**src/rtl/rvm_mem_arbiter.sv**
```systemverilog
// rvm_mem_arbiter: shares one memory port between fetch (F) and data (D)
// requesters. Round-robin grant, one transaction at a time, with a stall
// watchdog that aborts hung accesses with an error.
//
// Ports:
//   clk, reset                     clock (rising edge), async active-high reset
//   f_req/f_addr/f_wdata/f_b_en/f_w_en   fetch request and its fields
//   f_ack/f_rdata/f_error          fetch completion pulse, read data, error
//   d_*                            same set for the data port
//   mem_addr/mem_wdata/mem_c_en/mem_b_en/mem_w_en   memory request bus
//   mem_rdata/mem_error            memory response, valid the cycle after accept
//   mem_stall                      memory not ready; accept = c_en & ~stall
//   busy                           arbiter not idle
module rvm_mem_arbiter #(
  parameter int unsigned TIMEOUT = 16,
  parameter int unsigned CW      = 5
) (
  input  logic        clk,
  input  logic        reset,
  input  logic        f_req,
  input  logic [31:0] f_addr,
  input  logic [31:0] f_wdata,
  input  logic [3:0]  f_b_en,
  input  logic        f_w_en,
  output logic        f_ack,
  output logic [31:0] f_rdata,
  output logic        f_error,
  input  logic        d_req,
  input  logic [31:0] d_addr,
  input  logic [31:0] d_wdata,
  input  logic [3:0]  d_b_en,
  input  logic        d_w_en,
  output logic        d_ack,
  output logic [31:0] d_rdata,
  output logic        d_error,
  output logic [31:0] mem_addr,
  output logic [31:0] mem_wdata,
  output logic        mem_c_en,
  output logic [3:0]  mem_b_en,
  output logic        mem_w_en,
  input  logic [31:0] mem_rdata,
  input  logic        mem_error,
  input  logic        mem_stall,
  output logic        busy
);

  localparam int unsigned AW    = 32;
  localparam int unsigned DW    = 32;
  localparam int unsigned BW    = 4;
  localparam bit          WD_EN = (TIMEOUT != 0);

  typedef enum logic [1:0] {
    IDLE   = 2'd0,
    ACCESS = 2'd1,
    RESP   = 2'd2
  } state_t;

  state_t        state, state_nxt;
  logic          last_d, last_d_nxt;   // 1: D was granted last
  logic          gnt_d, gnt_d_nxt;     // 1: current transaction belongs to D
  logic [AW-1:0] lat_addr, lat_addr_nxt;
  logic [DW-1:0] lat_wdata, lat_wdata_nxt;
  logic [BW-1:0] lat_b_en, lat_b_en_nxt;
  logic          lat_w_en, lat_w_en_nxt;
  logic [CW-1:0] stall_cnt, stall_cnt_nxt;
  logic          rsp_vld;
  logic [DW-1:0] rsp_rdata;
  logic          rsp_err;
  logic          f_elig, d_elig, pick_d;
  logic          in_access;

  // State, latched transaction and registered per-port responses
  always_ff @(posedge clk or posedge reset) begin
    if (reset) begin
      state     <= IDLE;
      last_d    <= 1'b1;
      gnt_d     <= 1'b0;
      lat_addr  <= '0;
      lat_wdata <= '0;
      lat_b_en  <= '0;
      lat_w_en  <= 1'b0;
      stall_cnt <= '0;
      f_ack     <= 1'b0;
      f_rdata   <= '0;
      f_error   <= 1'b0;
      d_ack     <= 1'b0;
      d_rdata   <= '0;
      d_error   <= 1'b0;
    end else begin
      state     <= state_nxt;
      last_d    <= last_d_nxt;
      gnt_d     <= gnt_d_nxt;
      lat_addr  <= lat_addr_nxt;
      lat_wdata <= lat_wdata_nxt;
      lat_b_en  <= lat_b_en_nxt;
      lat_w_en  <= lat_w_en_nxt;
      stall_cnt <= stall_cnt_nxt;
      // Response lands only on the granted port; everything else clears
      f_ack     <= rsp_vld & ~gnt_d;
      f_rdata   <= (rsp_vld & ~gnt_d) ? rsp_rdata : '0;
      f_error   <= rsp_vld & ~gnt_d & rsp_err;
      d_ack     <= rsp_vld & gnt_d;
      d_rdata   <= (rsp_vld & gnt_d) ? rsp_rdata : '0;
      d_error   <= rsp_vld & gnt_d & rsp_err;
    end
  end

  // Next-state, arbitration and watchdog
  always_comb begin
    state_nxt     = state;
    last_d_nxt    = last_d;
    gnt_d_nxt     = gnt_d;
    lat_addr_nxt  = lat_addr;
    lat_wdata_nxt = lat_wdata;
    lat_b_en_nxt  = lat_b_en;
    lat_w_en_nxt  = lat_w_en;
    stall_cnt_nxt = stall_cnt;
    rsp_vld       = 1'b0;
    rsp_rdata     = '0;
    rsp_err       = 1'b0;
    // A port being acked this cycle still shows its stale req; ignore it
    f_elig        = f_req & ~f_ack;
    d_elig        = d_req & ~d_ack;
    pick_d        = d_elig & (~f_elig | ~last_d);

    case (state)
      IDLE: begin
        if (f_elig | d_elig) begin
          gnt_d_nxt     = pick_d;
          last_d_nxt    = pick_d;
          lat_addr_nxt  = pick_d ? d_addr  : f_addr;
          lat_wdata_nxt = pick_d ? d_wdata : f_wdata;
          lat_b_en_nxt  = pick_d ? d_b_en  : f_b_en;
          lat_w_en_nxt  = pick_d ? d_w_en  : f_w_en;
          stall_cnt_nxt = '0;
          state_nxt     = ACCESS;
        end
      end
      ACCESS: begin
        if (!mem_stall) begin
          stall_cnt_nxt = '0;
          state_nxt     = RESP;
        end else if (WD_EN && (stall_cnt == CW'(TIMEOUT - 1))) begin
          // Hung access: complete it with an error and zero data
          rsp_vld       = 1'b1;
          rsp_err       = 1'b1;
          stall_cnt_nxt = '0;
          state_nxt     = IDLE;
        end else if (stall_cnt != '1) begin
          stall_cnt_nxt = stall_cnt + CW'(1);
        end
      end
      RESP: begin
        rsp_vld   = 1'b1;
        rsp_rdata = mem_rdata;
        rsp_err   = mem_error;
        state_nxt = IDLE;
      end
      default: state_nxt = IDLE;
    endcase
  end

  // Memory bus is live only in ACCESS; decoded from state so reset drops it at once
  assign in_access = (state == ACCESS);
  assign mem_c_en  = in_access;
  assign mem_addr  = in_access ? lat_addr  : '0;
  assign mem_wdata = in_access ? lat_wdata : '0;
  assign mem_b_en  = in_access ? lat_b_en  : '0;
  assign mem_w_en  = in_access & lat_w_en;
  assign busy      = (state != IDLE);

endmodule

```
**config.mk**
```make
export PLATFORM = sky130hd
export DESIGN_NAME = rvm_mem_arbiter
export DESIGN_NICKNAME = d
export VERILOG_FILES = /design/src/rtl/rvm_mem_arbiter.sv
export SDC_FILE = /design/constraint.sdc
export NUM_CORES = 1
export LEC_CHECK = 0
export BUFFER_PORTS_ARGS = -buffer_cell sky130_fd_sc_hd__buf_2
export CAP_MARGIN = 15
export CORE_UTILIZATION = 36
export DETAILED_ROUTE_END_ITERATION = 16
export PLACE_DENSITY = 0.63
export SLEW_MARGIN = 20
export SYNTH_ARGS = -nofsm -noshare
export SYNTH_HDL_FRONTEND = slang
export SYNTH_SLANG_ARGS = --single-unit
```
**constraint.sdc**
```tcl
create_clock -name clk -period 12.7 [get_ports clk]
set_input_delay 0.635 -clock clk [delete_from_list [all_inputs] [get_ports clk]]
set_output_delay 0.635 -clock clk [all_outputs]
set_load 0.01 [all_outputs]
```
; Yosys cells after proc, flatten, opt, wreduce, memory -nomap -nowiden
; Cells that the tools add are included.
[word_totals]
register_bits = 146
input_bits = 176
output_inout_bits = 139
wordCells = 66
[op_classes]
add_sub_neg = 1
eq_ne = 7
mux = 23
n_bitwise = 15
n_reduce_logical = 6
[op_table]
columns = cell, count
row1 = 2-to-1 mux 32 bit, 7
row2 = 2-to-1 mux 5 bit, 4
row3 = one-hot mux 5 bit (2 select lines), 1
row4 = AND 1 bit, 8
row5 = 2-to-1 mux 4 bit, 2
row6 = 2-to-1 mux 2 bit, 3
row7 = "adder 5 x 1 -> 5 bit, second input constant", 1
row8 = "equality test 5 x 4 -> 1 bit, second input constant", 1
row9 = "!= test 5 bit, second input constant", 1
row10 = NOT 1 bit, 5
row11 = "!= test 4 x 2 -> 1 bit, second input constant", 1
row12 = one-hot mux 1 bit (2 select lines), 2
row13 = one-hot mux 2 bit (2 select lines), 1
row14 = AND reduction 2 bit, 2
row15 = nonzero test 2 bit, 2
row16 = 2-to-1 mux 1 bit, 3
row17 = "!= test 3 x 2 -> 1 bit, second input constant", 1
row18 = AND reduction 3 bit, 1
row19 = "equality test 2 x 1 -> 1 bit, second input constant", 1
row20 = "equality test 2 bit, second input constant", 1
row21 = zero test 2 bit, 1
row22 = "!= test 2 bit, second input constant", 1
row23 = OR 1 bit, 2

; Logic depth before layout (Yosys ltp)
; Gate-level depths: netlist (run 1).
[logic_depth]
ltp_word = 6
mapped_depth = 9
mapped_depth_nobuf = 6

; Least setup slack after synthesis (run 1)
; No wires, ideal clock.
[synth_path]
path_type = flip-flop to output port
start = register state[1]
end = output port mem_addr[0]
t_arrival_ps = 1202
required_ps = 12065
slack_ps = 10863
stages_incl_launch_ff = 6
path_buffers = 2
cell_sequence = dfrtp_1 -> inv_1 -> ha_1 -> buf_4 -> clkbuf_1 -> and2_1
[synth_between]
elab_chain_len = 2
[synth_lines]
columns = item, line_no
row1 = from (decl), 58  ; state_t state, state_nxt;
row2 = from (signal assigned), 90  ; state <= state_nxt;
row3 = equality test 2 x 1 -> 1 bit, 164  ; assign in_access = (state == ACCESS);
row4 = via mem_c_en, 38  ; output logic mem_c_en,
row5 = 2-to-1 mux 32 bit, 166  ; assign mem_addr = in_access ? lat_addr : '0;
row6 = to (decl), 36  ; output logic [31:0] mem_addr,
; The timed path passes the listed nets, and every way through them passes these cells.

; Worst setup path in the final report (run 1)
[layout_path]
start = register state[1]
end = output port mem_b_en[0]
[layout_between]
elab_chain_len = 2
[layout_lines]
columns = item, line_no
row1 = equality test 2 x 1 -> 1 bit, 164
row2 = 2-to-1 mux 4 bit, 168  ; assign mem_b_en = in_access ? lat_b_en : '0;
row3 = to (decl), 39  ; output logic [3:0] mem_b_en,
; Every way passes these cells.

==> tab_implementation.tex, run 1 <==
\begin{tabular}{lr}
\hline
Metric & Value \\
\hline
\multicolumn{2}{l}{\textbf{Setup path}} \\
Critical Path Source & state[1] \\
Largest driver fanout on the critical path & 45 \\
WS Path Type & flop to output pin \\
Worst r2r path cells & 7 \\
Critical path endpoint category & output pin \\
Crit path launch type & flop \\
Arrival time at the worst endpoint & about 2.2 ns \\
Setup slack, reg-to-reg & about 11 ns \\
Data required time at the worst endpoint & $\sim$12 ns \\
Reg2reg start & state[0] \\
Reg2Reg Capture Point & lat\_wdata[0] \\
\multicolumn{2}{l}{\textbf{Pwr}} \\
Power Total & 1.93 mW \\
Power Dens Cells & 223 mW/mm\^{}2 \\
Worst vdd rail ir drop & between 0.09 and 0.1 mV \\
Power Internal & 1.24 mW \\
Net Sw Power & 688 uW \\
Clock group share of total power & between 20\% and 30\% \\
Flop pwr share & between 30\% and 40\% \\
Switching portion of total power & a little over a third \\
Lkg Pwr & approximately 4.7 nW \\
Combinational Power Share & a little under two fifths \\
\multicolumn{2}{l}{\textbf{Cells and area}} \\
Nets & 1137 \\
N\_diodes & 0 \\
Share of layout cells above drive strength 1 & 37.5\% \\
Growth of design area from synthesis to finish & 36.3\% \\
Number of fillers in the final layout & between 1500 and 2000 \\
\multicolumn{2}{l}{\textbf{Clocking}} \\
Library cell used as clock root buffer & sky130\_fd\_sc\_hd\_\_clkbuf\_16 \\
CTS Hold Buffers Added & 0 \\
Sink Count & $\sim$150 \\
Clock-pin transition on the worst setup and hold timing paths & 0.06 ns \\
TritonCTS buffer count & 17 \\
Longest Clk Path Bufs & 2 \\
\# H-tree levels & 4 \\
Clock tree from TritonCTS & built \\
Clock insertion delay at the later pin of the skew report & slightly above 0.4 ns \\
Quantity of gates resized following cts & 0 \\
Post-CTS setup buffers & 0 \\
\multicolumn{2}{l}{\textbf{Yosys}} \\
Share of synthesized flip-flops with an asynchronous set or reset & between 90\% and 100\% \\
Area leader, netlist & sky130\_fd\_sc\_hd\_\_dfrtp\_1 \\
Distinct cells, synth & 27 \\
Top-area cell type share of the netlist area & 57.3\% \\
Flops \& latches, synth & around 150 \\
Average size of a mapped cell & roughly 9.6 um\^{}2 \\
Nets in the synthesized netlist & between 800 and 900 \\
Leading post-synthesis cells by cell area & sky130\_fd\_sc\_hd\_\_dfrtp\_1 (57\%), sky130\_fd\_sc\_hd\_\_and2\_1 (13\%), sky130\_fd\_sc\_hd\_\_nand2\_1 (8.6\%) \\
Gate Count Post-Synth & 662 \\
Most used flip-flop cell after synthesis & sky130\_fd\_sc\_hd\_\_dfrtp\_1 \\
Warnings from Yosys & 0 \\
Commonest cells in the synthesized netlist & sky130\_fd\_sc\_hd\_\_dfrtp\_1 (145), sky130\_fd\_sc\_hd\_\_nand2\_1 (145), sky130\_fd\_sc\_hd\_\_and2\_1 (133) \\
Post-synth design cell area & $\sim$0.0063 mm\^{}2 \\
Number of synthesized flops with an enable pin & 0 \\
Post-synthesis sequential area ratio & approximately 58\% \\
\multicolumn{2}{l}{\textbf{Floorplan}} \\
Standard cell core area & about 0.017 mm\^{}2 \\
Die Span Y & 135 um \\
Row Count & 48 \\
Initial standard-cell utilization of the core & between 30\% and 40\% \\
Number of ports placed on the die boundary & 315 \\
Die width & about 130 um \\
Die ar. & roughly 0.018 mm\^{}2 \\
\multicolumn{2}{l}{\textbf{Global route}} \\
First-pass GRT wire length & 27100 um \\
Number of global-route vias before repair & around 5300 \\
Maximum number of pins on one net before global-route repair & a little under 90 \\
Overall global routing resource usage & 19.5\% \\
Grt total ovfl & 0 \\
Initial antenna violation count & 0 \\
\multicolumn{2}{l}{\textbf{STA}} \\
Total setup violations reported at the end of the flow & 0 \\
Final period demand of the worst path & 2.82 ns \\
Layout Skew & approximately 0.007 ns \\
Period Utilization, post-route & around 22\% \\
RSZ-0062 raised after global routing & no \\
Rel. slew slack & $\sim$44\% \\
Max-slew violation count & 0 \\
Hold Vio Cnt, Final & 0 \\
Setup tns final & 0 ns \\
Least setup slack across all paths after layout & approximately 10 ns \\
Maximum achievable frequency & 355 MHz \\
Actual slew at the worst max-slew pin & roughly 0.84 ns \\
\multicolumn{2}{l}{\textbf{Detailed routing}} \\
Total DRC errors in the routed layout & 0 \\
Count of vias placed by the detailed router & $\sim$5500 \\
ANT nets after route & 0 \\
Detailed-router iteration count before antenna repair & 5 \\
Avg Vias per Cell & around 4.6 \\
Wire length after detailed routing & about 17000 um \\
DR iter-0 viols & roughly 220 \\
Average wire length per cell after detail routing & 14.6 um \\
\multicolumn{2}{l}{\textbf{Place}} \\
Pre-CTS setup slack & 10.29 ns \\
Detailed placement HPWL & $\sim$12000 um \\
Final Wtd Congestion & a little under 0.8 \\
Number of buffers added on ports & 314 \\
\multicolumn{2}{l}{\textbf{Min path}} \\
Min-Delay Path Class & input port to asynchronous set/reset pin \\
\multicolumn{2}{l}{\textbf{Flow run}} \\
Max-capacitance violation count & 0 \\
\multicolumn{2}{l}{\textbf{Outcome}} \\
Status & completed \\
\hline
\end{tabular}
worst max-delay path by stage:
stage                     to  depth (start not counted)
6_report         mem_b_en[0]                          5
3_5_place_dp     mem_b_en[0]                          5
2_1_floorplan          d_ack                          1
3_3_place_gp   lat_wdata[12]                          6
5_1_grt         mem_addr[31]                          5
4_1_cts          mem_b_en[0]                          5
layout by cell type (no fill, tap or decap):
| cell | count |
|---|---|
| sky130_fd_sc_hd__inv_1 | 5 |
| sky130_fd_sc_hd__buf_4 | 8 |
| sky130_fd_sc_hd__a21oi_1 | 6 |
| sky130_fd_sc_hd__bufinv_16 | 4 |
| sky130_fd_sc_hd__inv_8 | 1 |
| sky130_fd_sc_hd__nand3b_1 | 1 |
| sky130_fd_sc_hd__nor3_1 | 2 |
| sky130_fd_sc_hd__inv_2 | 1 |
| sky130_fd_sc_hd__inv_6 | 6 |
| sky130_fd_sc_hd__nand3_1 | 3 |
| sky130_fd_sc_hd__nor2_1 | 79 |
| sky130_fd_sc_hd__and2_1 | 133 |
| sky130_fd_sc_hd__and3_1 | 2 |
| sky130_fd_sc_hd__clkbuf_16 | 17 |
| sky130_fd_sc_hd__ha_1 | 3 |
| sky130_fd_sc_hd__a32o_1 | 2 |
| sky130_fd_sc_hd__clkinv_2 | 1 |
| sky130_fd_sc_hd__nand2b_2 | 1 |
| sky130_fd_sc_hd__o21ai_0 | 4 |
| sky130_fd_sc_hd__clkbuf_8 | 1 |
| sky130_fd_sc_hd__dfrtp_1 | 145 |
| sky130_fd_sc_hd__nand2b_4 | 2 |
| sky130_fd_sc_hd__ha_2 | 1 |
| sky130_fd_sc_hd__o21ai_1 | 1 |
| sky130_fd_sc_hd__a31o_2 | 1 |
| sky130_fd_sc_hd__a31oi_1 | 71 |
| sky130_fd_sc_hd__a22o_1 | 3 |
| sky130_fd_sc_hd__buf_2 | 314 |
| sky130_fd_sc_hd__nand2_1 | 145 |
| sky130_fd_sc_hd__a21oi_4 | 1 |
| sky130_fd_sc_hd__nand2b_1 | 1 |
| sky130_fd_sc_hd__clkinv_4 | 2 |
| sky130_fd_sc_hd__dfstp_2 | 1 |
| sky130_fd_sc_hd__nor2b_4 | 1 |
worst max-delay path, cell delays in order, from the launching register on:
cell                      delay [ns]
sky130_fd_sc_hd__dfrtp_1        0.39
sky130_fd_sc_hd__inv_1          0.09
sky130_fd_sc_hd__ha_2           0.52
sky130_fd_sc_hd__buf_4          0.41
sky130_fd_sc_hd__and2_1         0.19
sky130_fd_sc_hd__buf_2          0.13
power by group through the flow:
stage	logic [mW]	clock network [mW]	registers [mW]
2_1_floorplan	0.509	0	0.667
3_3_place_gp	0.709	0	0.685
3_5_place_dp	0.721	0	0.686
4_1_cts	0.722	0.553	0.678
5_1_grt	0.805	0.573	0.693
6_report	0.708	0.541	0.676
through the flow:
| step | cell area [um^2] | utilization [%] | hold slack, ns | cells |
|---|---|---|---|---|
| final | 8630 | 50.1 | 0.333 | 1194 |
| after global routing | 8630 | 50.1 | 0.390 | 1194 |
| after CTS | 8630 | 50.1 | 0.372 | 1194 |
| after detailed placement | 8000 | 46.4 | 0.509 | 1163 |
| after global placement | 8000 | 46.4 | 0.510 | 1163 |
| after floorplan | 6330 | - | 0.479 | 662 |
flip-flops by register name, summed over array words and instances (netlist names):
name,cells
last_d,1
gnt_d,1
lat_w_en,1
stall_cnt,5
f_ack,1
lat_wdata,32
state,2
d_rdata,32
f_error,1
lat_b_en,4
d_error,1
lat_addr,32
f_rdata,32
d_ack,1
cells by family (layout without fill, tap and decap cells):
| group | after synthesis | in the layout | synth area share [%] |
|---|---|---|---|
| simple gates | 370 | 370 | 27.8 |
| buf+inv | 53 | 360 | 4.78 |
| flops | 146 | 146 | 57.7 |
| fa+ha+maj | 4 | 4 | 0.790 |
| compound gates | 89 | 89 | 8.89 |
routing by layer:
metal / track usage, % / vias up / share of wire, %
met5: 0 / - / 0
li1: - / 2734 / -
met2: 31.6 / 245 / 47
met1: 23.2 / 2543 / 41
met4: 6.87 / 0 / 1.5
met3: 7.96 / 19 / 11
final cells by class:
cell class	count	area [um^2]	area share (%)
Inverter	7	31.3	0.362
Sequential cell	146	3650	42.3
Clock buffer	18	439	5.09
Timing Repair Buffer	322	1630	18.9
Multi-Input combinational cell	463	2400	27.8
Clock inverter	13	198	2.29
Tap cell	225	282	3.26
No activity file was read; power rests on OpenSTA's default activity.
==> run 2: changes to the inputs <==
clock period = 2.9 ns   (was 12.7 ns; I/O delays follow)
==> tab_implementation.tex, run 2 (synthesized netlist as in run 1, its figures left out) <==
\begin{tabular}{lr}
\hline
Metric & Value \\
\hline
\multicolumn{2}{l}{\textbf{Outcome}} \\
Status & complete, but fails checks \\
Violations in the final reports & hold timing \\
\multicolumn{2}{l}{\textbf{Setup path}} \\
Arrival time at the worst endpoint & 2.77 ns (+0.59 ns) \\
Data required time at the worst endpoint & 3.25 ns (-8.81 ns) \\
Critical Path Source & state[0] \\
Largest driver fanout on the critical path & 104 (+130\%) \\
Reg2Reg Capture Point & lat\_wdata[18] \\
Critical path endpoint category & flop \\
Reg2reg start & state[0] \\
Setup slack, reg-to-reg & 0.48 ns (-10.17 ns) \\
Crit path launch type & flop \\
Worst r2r path cells & 8 (+1) \\
Capture point of the worst path & lat\_wdata[18] \\
WS Path Type & flop to flop \\
\multicolumn{2}{l}{\textbf{Global route}} \\
First-pass GRT wire length & 32300 um (+19\%) \\
Fraction of met1 tracks used by global routing & 25.6\% (+2.3 points) \\
Initial antenna violation count & 1 (+1) \\
Overall global routing resource usage & 23.0\% (+3.5 points) \\
Maximum number of pins on one net before global-route repair & 147 (+69\%) \\
Number of global-route vias before repair & 6602 (+24\%) \\
Global routing usage on met2 & 40.0\% (+8.4 points) \\
Grt met3 use & 7.13\% (-0.83 points) \\
Grt total ovfl & 0 (unchanged) \\
Most heavily used metal layer in global routing & met2 \\
\multicolumn{2}{l}{\textbf{Floorplan}} \\
Row Count & 48 (unchanged) \\
Initial standard-cell utilization of the core & 36.8\% (unchanged) \\
Die ar. & 0.0181 mm\^{}2 (unchanged) \\
Die width & 135 um (unchanged) \\
Standard cell core area & 0.0172 mm\^{}2 (unchanged) \\
Die Span Y & 135 um (unchanged) \\
Number of ports placed on the die boundary & 315 (unchanged) \\
\multicolumn{2}{l}{\textbf{Detailed routing}} \\
Average wire length per cell after detail routing & 15.2 um (+4.3\%) \\
Detailed-router iteration count before antenna repair & 5 (unchanged) \\
Total DRC errors in the routed layout & 0 (unchanged) \\
ANT nets after route & 0 (unchanged) \\
Avg Vias per Cell & 4.70 (+1.2\%) \\
DR iter-0 viols & 233 (+6.9\%) \\
Wire length after detailed routing & 20800 um (+19\%) \\
Count of vias placed by the detailed router & 6416 (+16\%) \\
\multicolumn{2}{l}{\textbf{STA}} \\
Actual slew at the worst max-slew pin & 0.809 ns (-0.0267 ns) \\
Worst hold slack across all endpoints & -0.0469 ns (-0.380 ns) \\
Least setup slack across all paths after layout & 0.480 ns (-9.40 ns) \\
Total setup violations reported at the end of the flow & 0 (unchanged) \\
Layout Skew & 0.00783 ns (+0.000832 ns) \\
Hold Vio Cnt, Final & 54 (+54) \\
Period Utilization, post-route & between 80\% and 90\% \\
Final period demand of the worst path & between 2 and 2.5 ns \\
Setup tns final & 0 ns (unchanged) \\
Max-slew violation count & 0 (unchanged) \\
Rel. slew slack & 46.1\% (+1.8 points) \\
Maximum achievable frequency & between 400 and 500 MHz \\
RSZ-0062 raised after global routing & no \\
\multicolumn{2}{l}{\textbf{Pwr}} \\
Combinational Power Share & 45.0\% (+8.2 points) \\
Power Internal & 6.36 mW (+410\%) \\
Lkg Pwr & 5.36 nW (+15\%) \\
Net Sw Power & 3.35 mW (+390\%) \\
Switching portion of total power & 34.5\% (-1.2 points) \\
Clock group share of total power & 24.8\% (-3.3 points) \\
Power Dens Cells & 935 mW/mm\^{}2 (+320\%) \\
Worst vdd rail ir drop & 0.459 mV (+380\%) \\
Flop pwr share & 30.2\% (-4.9 points) \\
\multicolumn{2}{l}{\textbf{Min path}} \\
Min-Delay Path Class & input port to asynchronous set/reset pin \\
\multicolumn{2}{l}{\textbf{Cells and area}} \\
Count of placed standard cells in the final layout, fillers left out & 1366 (+14\%) \\
Share of layout cells above drive strength 1 & 31.9\% (-5.5 points) \\
Number of fillers in the final layout & 1470 (-11\%) \\
Leading cell types in the layout, fill and taps excluded & sky130\_fd\_sc\_hd\_\_buf\_2 (314), sky130\_fd\_sc\_hd\_\_dlygate4sd3\_1 (170), sky130\_fd\_sc\_hd\_\_nand2\_1 (145), sky130\_fd\_sc\_hd\_\_dfrtp\_1 (145), sky130\_fd\_sc\_hd\_\_and2\_1 (133) \\
Finished layout cell area & 0.0104 mm\^{}2 (+20\%) \\
Nets & 1307 (+15\%) \\
Growth of design area from synthesis to finish & 64.0\% \\
Most common cell after layout, fill and taps aside & sky130\_fd\_sc\_hd\_\_buf\_2 \\
\multicolumn{2}{l}{\textbf{Flow run}} \\
Max-capacitance violation count & 0 (unchanged) \\
\multicolumn{2}{l}{\textbf{Clocking}} \\
Clock insertion delay at the later pin of the skew report & 0.42 ns (about the same) \\
Longest Clk Path Bufs & 2 (unchanged) \\
Clock tree from TritonCTS & built \\
\# H-tree levels & 4 (unchanged) \\
Post-CTS setup buffers & 0 (unchanged) \\
Clock-pin transition on the worst setup and hold timing paths & 0.06 ns (about the same) \\
Sink Count & 146 (unchanged) \\
Library cell used as clock root buffer & sky130\_fd\_sc\_hd\_\_clkbuf\_16 \\
TritonCTS buffer count & 17 (unchanged) \\
\multicolumn{2}{l}{\textbf{Place}} \\
Placed insts & 1163 (unchanged) \\
Dpl cell area & 0.00805 mm\^{}2 (+0.61\%) \\
Detailed placement HPWL & 12700 um (+2.2\%) \\
Number of buffers added on ports & 314 (unchanged) \\
Pre-CTS setup slack & 1.03 ns (-9.25 ns) \\
Final Wtd Congestion & 0.793 (+2.9\%) \\
\hline
\end{tabular}
## run 2: timing repair
| item | in CTS | in global routing |
|---|---|---|
| hold buffers | 170 | 0 |
| setup endpoints to repair | 0 | 0 |
| endpoints found under the hold margin | 133 | 0 |
| gates resized for setup | 0 | 0 |
## run 2: worst min path at each step
stage / startpoint / cells past startpoint / end
3_5_place_dp: mem_rdata[30] / 2 / f_rdata[30]
3_3_place_gp: mem_rdata[25] / 2 / f_rdata[25]
4_1_cts: reset / 3 / f_rdata[25]
6_report: reset / 3 / f_rdata[25]
2_1_floorplan: mem_rdata[0] / 1 / d_rdata[0]
5_1_grt: d_addr[1] / 3 / lat_addr[1]
## run 2: critical path, stage by stage, from the launching register on
cell and delay [ns]:
sky130_fd_sc_hd__dfrtp_1 0.40, sky130_fd_sc_hd__inv_1 0.09, sky130_fd_sc_hd__ha_1 0.31, sky130_fd_sc_hd__inv_2 0.09, sky130_fd_sc_hd__a21oi_4 0.16, sky130_fd_sc_hd__buf_12 0.34, sky130_fd_sc_hd__nor2_1 0.11, sky130_fd_sc_hd__a31oi_1 0.20
sky130_fd_sc_hd__dlygate4sd3_1 0.59
## run 2: through the flow
stage	power, mW	utilization (%)
2_1_floorplan	5.15	-
3_3_place_gp	6.15	46.7
3_5_place_dp	6.21	46.7
4_1_cts	9.71	60.3
5_1_grt	10.3	60.3
6_report	9.72	60.3
## run 2: layer usage
| metal | part of all wire (%) | vias to the layer above |
|---|---|---|
| met1 | 40 | 3041 |
| met5 | 0 | - |
| met4 | 2.2 | 0 |
| met2 | 50 | 265 |
| li1 | - | 3076 |
| met3 | 8.1 | 34 |
## run 2: layout make-up
| class | instances | area (um^2) | area share [%] |
|---|---|---|---|
| timing repair buffer | 492 | 3380 | 32.6 |
| clock inverter | 15 | 216 | 2.08 |
| antenna | 1 | 2.50 | 0.0241 |
| inverter | 7 | 30.0 | 0.289 |
| multi-input combinational | 463 | 2400 | 23.1 |
| tap | 225 | 282 | 2.71 |
| sequential | 146 | 3650 | 35.2 |
| clock buffer | 17 | 425 | 4.09 |
## run 2: power groups by stage
stage          clock network [mW]  registers, mW  logic (mW)
2_1_floorplan                   0           2.92        2.23
3_3_place_gp                    0           2.95        3.20
6_report                     2.41           2.93        4.37
3_5_place_dp                    0           2.97        3.24
4_1_cts                      2.47           2.93        4.30
5_1_grt                      2.54           3.01        4.79
==> run 3: changes to the inputs <==
PLACE_DENSITY = 0.66   (was 0.63)
clock period = 2.04 ns   (was 2.9 ns; I/O delays follow)
==> tab_implementation.tex, run 3 (synthesized netlist as in run 1, its figures left out) <==
\begin{tabular}{lr}
\hline
Metric & Value \\
\hline
\multicolumn{2}{l}{\textbf{Detailed routing}} \\
Met2 wire len & 10200 um (-1.7\%) \\
ANT nets after route & 0 (unchanged) \\
Routed length on met1 & 8070 um (-2.7\%) \\
Total DRC errors in the routed layout & 0 (unchanged) \\
DR iter-0 viols & 312 (+34\%) \\
Wire length after detailed routing & 20600 um (-1.0\%) \\
Avg Vias per Cell & 4.73 (+0.75\%) \\
Count of vias placed by the detailed router & 6507 (+1.4\%) \\
Detailed-router iteration count before antenna repair & 5 (unchanged) \\
Uppermost layer routed & met4 \\
Average wire length per cell after detail routing & 15.0 um (-1.7\%) \\
DR WL met3 & 1920 um (+13\%) \\
\multicolumn{2}{l}{\textbf{Min path}} \\
Number of cells on the worst hold path & 3 \\
Hold worst-path end & state[1] \\
Hold Startpoint & mem\_stall \\
Min-Delay Path Class & input port to flop \\
\multicolumn{2}{l}{\textbf{Global route}} \\
Initial antenna violation count & 0 (-1) \\
Overall global routing resource usage & 22.6\% (-0.32 points) \\
Grt total ovfl & 0 (unchanged) \\
First-pass GRT wire length & 32100 um (-0.79\%) \\
Number of global-route vias before repair & 6687 (+1.3\%) \\
Maximum number of pins on one net before global-route repair & 93 (-37\%) \\
\multicolumn{2}{l}{\textbf{Clocking}} \\
Clock insertion delay at the later pin of the skew report & 0.42 ns (about the same) \\
Longest Clk Path Bufs & 2 (unchanged) \\
Library cell used as clock root buffer & sky130\_fd\_sc\_hd\_\_clkbuf\_16 \\
\# H-tree levels & 4 (unchanged) \\
Quantity of gates resized following cts & 0 (unchanged) \\
Sink Count & 146 (unchanged) \\
Clock-pin transition on the worst setup and hold timing paths & 0.07 ns (about the same) \\
Clock tree from TritonCTS & built \\
TritonCTS buffer count & 17 (unchanged) \\
\multicolumn{2}{l}{\textbf{Cells and area}} \\
Share of layout cells above drive strength 1 & 32.3\% (+0.42 points) \\
Leading cell types in the layout, fill and taps excluded & sky130\_fd\_sc\_hd\_\_buf\_2 (314), sky130\_fd\_sc\_hd\_\_dlygate4sd3\_1 (172), sky130\_fd\_sc\_hd\_\_nand2\_1 (145), sky130\_fd\_sc\_hd\_\_dfrtp\_1 (145), sky130\_fd\_sc\_hd\_\_and2\_1 (133) \\
N\_diodes & 0 (-1) \\
Number of fillers in the final layout & 1370 (-6.8\%) \\
Finished layout cell area & 0.0104 mm\^{}2 (+0.42\%) \\
Nets & 1317 (+0.77\%) \\
Flip-flop and latch area & 0.00365 mm\^{}2 (unchanged) \\
Most common cell after layout, fill and taps aside & sky130\_fd\_sc\_hd\_\_buf\_2 \\
Growth of design area from synthesis to finish & 64.7\% \\
Final cell utilization of the core & 60.5\% (+0.25 points) \\
Multi-input gate area in the final layout & 0.00240 mm\^{}2 (unchanged) \\
\multicolumn{2}{l}{\textbf{STA}} \\
Final period demand of the worst path & roughly 1.9 ns \\
Maximum achievable frequency & between 500 and 600 MHz \\
RSZ-0062 raised after global routing & no \\
Hold Vio Cnt, Final & 0 (-100\%) \\
Max-slew violation count & 0 (unchanged) \\
Actual slew at the worst max-slew pin & 0.541 ns (-0.268 ns) \\
Setup tns final & 0 ns (unchanged) \\
Least setup slack across all paths after layout & 0.121 ns (-0.360 ns) \\
Layout Skew & 0.00996 ns (+0.00213 ns) \\
Total setup violations reported at the end of the flow & 0 (unchanged) \\
Worst hold slack across all endpoints & 0.0247 ns (+0.0716 ns) \\
Rel. slew slack & 63.9\% (+18 points) \\
Period Utilization, post-route & 94.1\% \\
\multicolumn{2}{l}{\textbf{Place}} \\
Number of buffers added on ports & 314 (unchanged) \\
Final Wtd Congestion & 0.803 (+1.2\%) \\
Dpl cell area & 0.00813 mm\^{}2 (+1.1\%) \\
Detailed placement HPWL & 12600 um (-0.82\%) \\
Pre-CTS setup slack & 0.285 ns (-0.749 ns) \\
\multicolumn{2}{l}{\textbf{Floorplan}} \\
Die ar. & 0.0181 mm\^{}2 (unchanged) \\
Die Span Y & 135 um (unchanged) \\
Standard cell core area & 0.0172 mm\^{}2 (unchanged) \\
Initial standard-cell utilization of the core & 36.8\% (unchanged) \\
Die width & 135 um (unchanged) \\
Number of ports placed on the die boundary & 315 (unchanged) \\
Row Count & 48 (unchanged) \\
\multicolumn{2}{l}{\textbf{Setup path}} \\
Setup slack, reg-to-reg & 0.24 ns (-0.24 ns) \\
Reg2reg start & state[0] \\
Worst r2r path cells & 7 (-1) \\
Critical Path, Cell by Cell & inv\_1, ha\_2, buf\_12, and2\_1, buf\_2 \\
Data required time at the worst endpoint & 1.94 ns (-1.31 ns) \\
Reg2Reg Capture Point & lat\_wdata[23] \\
Crit-path max cell delay & 0.40 ns (-0.19 ns) \\
Crit path launch type & flop \\
Critical path endpoint category & output pin \\
Cell with the biggest individual delay on the critical path & sky130\_fd\_sc\_hd\_\_dfrtp\_1 \\
Arrival time at the worst endpoint & 1.82 ns (-0.95 ns) \\
Largest driver fanout on the critical path & 50 (-52\%) \\
WS Path Type & flop to output pin \\
\multicolumn{2}{l}{\textbf{Pwr}} \\
Worst vdd rail ir drop & 0.550 mV (+20\%) \\
Lkg Pwr & 5.42 nW (+1.2\%) \\
Switching portion of total power & 37.8\% (+3.3 points) \\
Clock group share of total power & 25.0\% (+0.2 points) \\
Net Sw Power & 4.63 mW (+38\%) \\
Flop pwr share & 34.2\% (+4.0 points) \\
Combinational Power Share & 40.8\% (-4.2 points) \\
Power Internal & 7.61 mW (+20\%) \\
Power Dens Cells & 1170 mW/mm\^{}2 (+25\%) \\
\multicolumn{2}{l}{\textbf{Outcome}} \\
Status & completed \\
\multicolumn{2}{l}{\textbf{Flow run}} \\
Max-capacitance violation count & 0 (unchanged) \\
\hline
\end{tabular}
-- run 3: how the worst max path moves through the flow --
| stage | startpoint | end | slack, ns | cells past startpoint |
|---|---|---|---|---|
| 4_1_cts | state[1] | mem_wdata[26] | 0.07 | 5 |
| 3_3_place_gp | state[0] | lat_addr[20] | 0.38 | 7 |
| 6_report | state[1] | mem_wdata[26] | 0.12 | 5 |
| 2_1_floorplan | reset | d_ack | 0.11 | 1 |
| 5_1_grt | state[1] | mem_wdata[26] | 0.007 | 5 |
| 3_5_place_dp | state[0] | lat_addr[19] | 0.29 | 7 |
-- run 3: per-stage QoR --
stage                     std cells  total power [mW]
after floorplan                 662              7.32
after global placement         1171              8.84
after detailed placement       1171              8.94
after CTS                      1375              12.3
after global routing           1375              13.1
final                          1375              12.2
-- run 3: power by group through the flow --
stage	logic (mW)	clock network, mW	registers (mW)
floorplan	3.17	0	4.15
global placement	4.63	0	4.21
detailed placement	4.71	0	4.23
CTS	4.98	3.14	4.17
global route	5.56	3.26	4.28
finish	4.99	3.06	4.18
-- run 3: layer usage --
layer	up-vias	GRT usage, %
li1	3090	-
met5	-	0
met3	43	8.45
met1	3065	24.7
met4	0	8.74
met2	309	39.7
-- run 3: area by class of cell --
cell class | count | area share (%)
Sequential cell | 146 | 35.0
Timing Repair Buffer | 502 | 33.4
Multi-Input combinational cell | 463 | 23.0
Clock buffer | 17 | 4.08
Tap cell | 225 | 2.70
Clock inverter | 15 | 1.51
Inverter | 7 | 0.288
-- run 3: what timing repair did --
action,CTS,global route
endpoints found under the hold margin,146,0
setup buffers,0,0
hold buffers,172,0
-- run 3: critical path: cells and delay by family (launching register included) --
family / cells / cell delay, ns
buffers and inverters: 3 / 0.47
AND/OR/NAND/NOR: 1 / 0.21
adder cells (fa/ha/maj): 1 / 0.30
flip-flops: 1 / 0.40
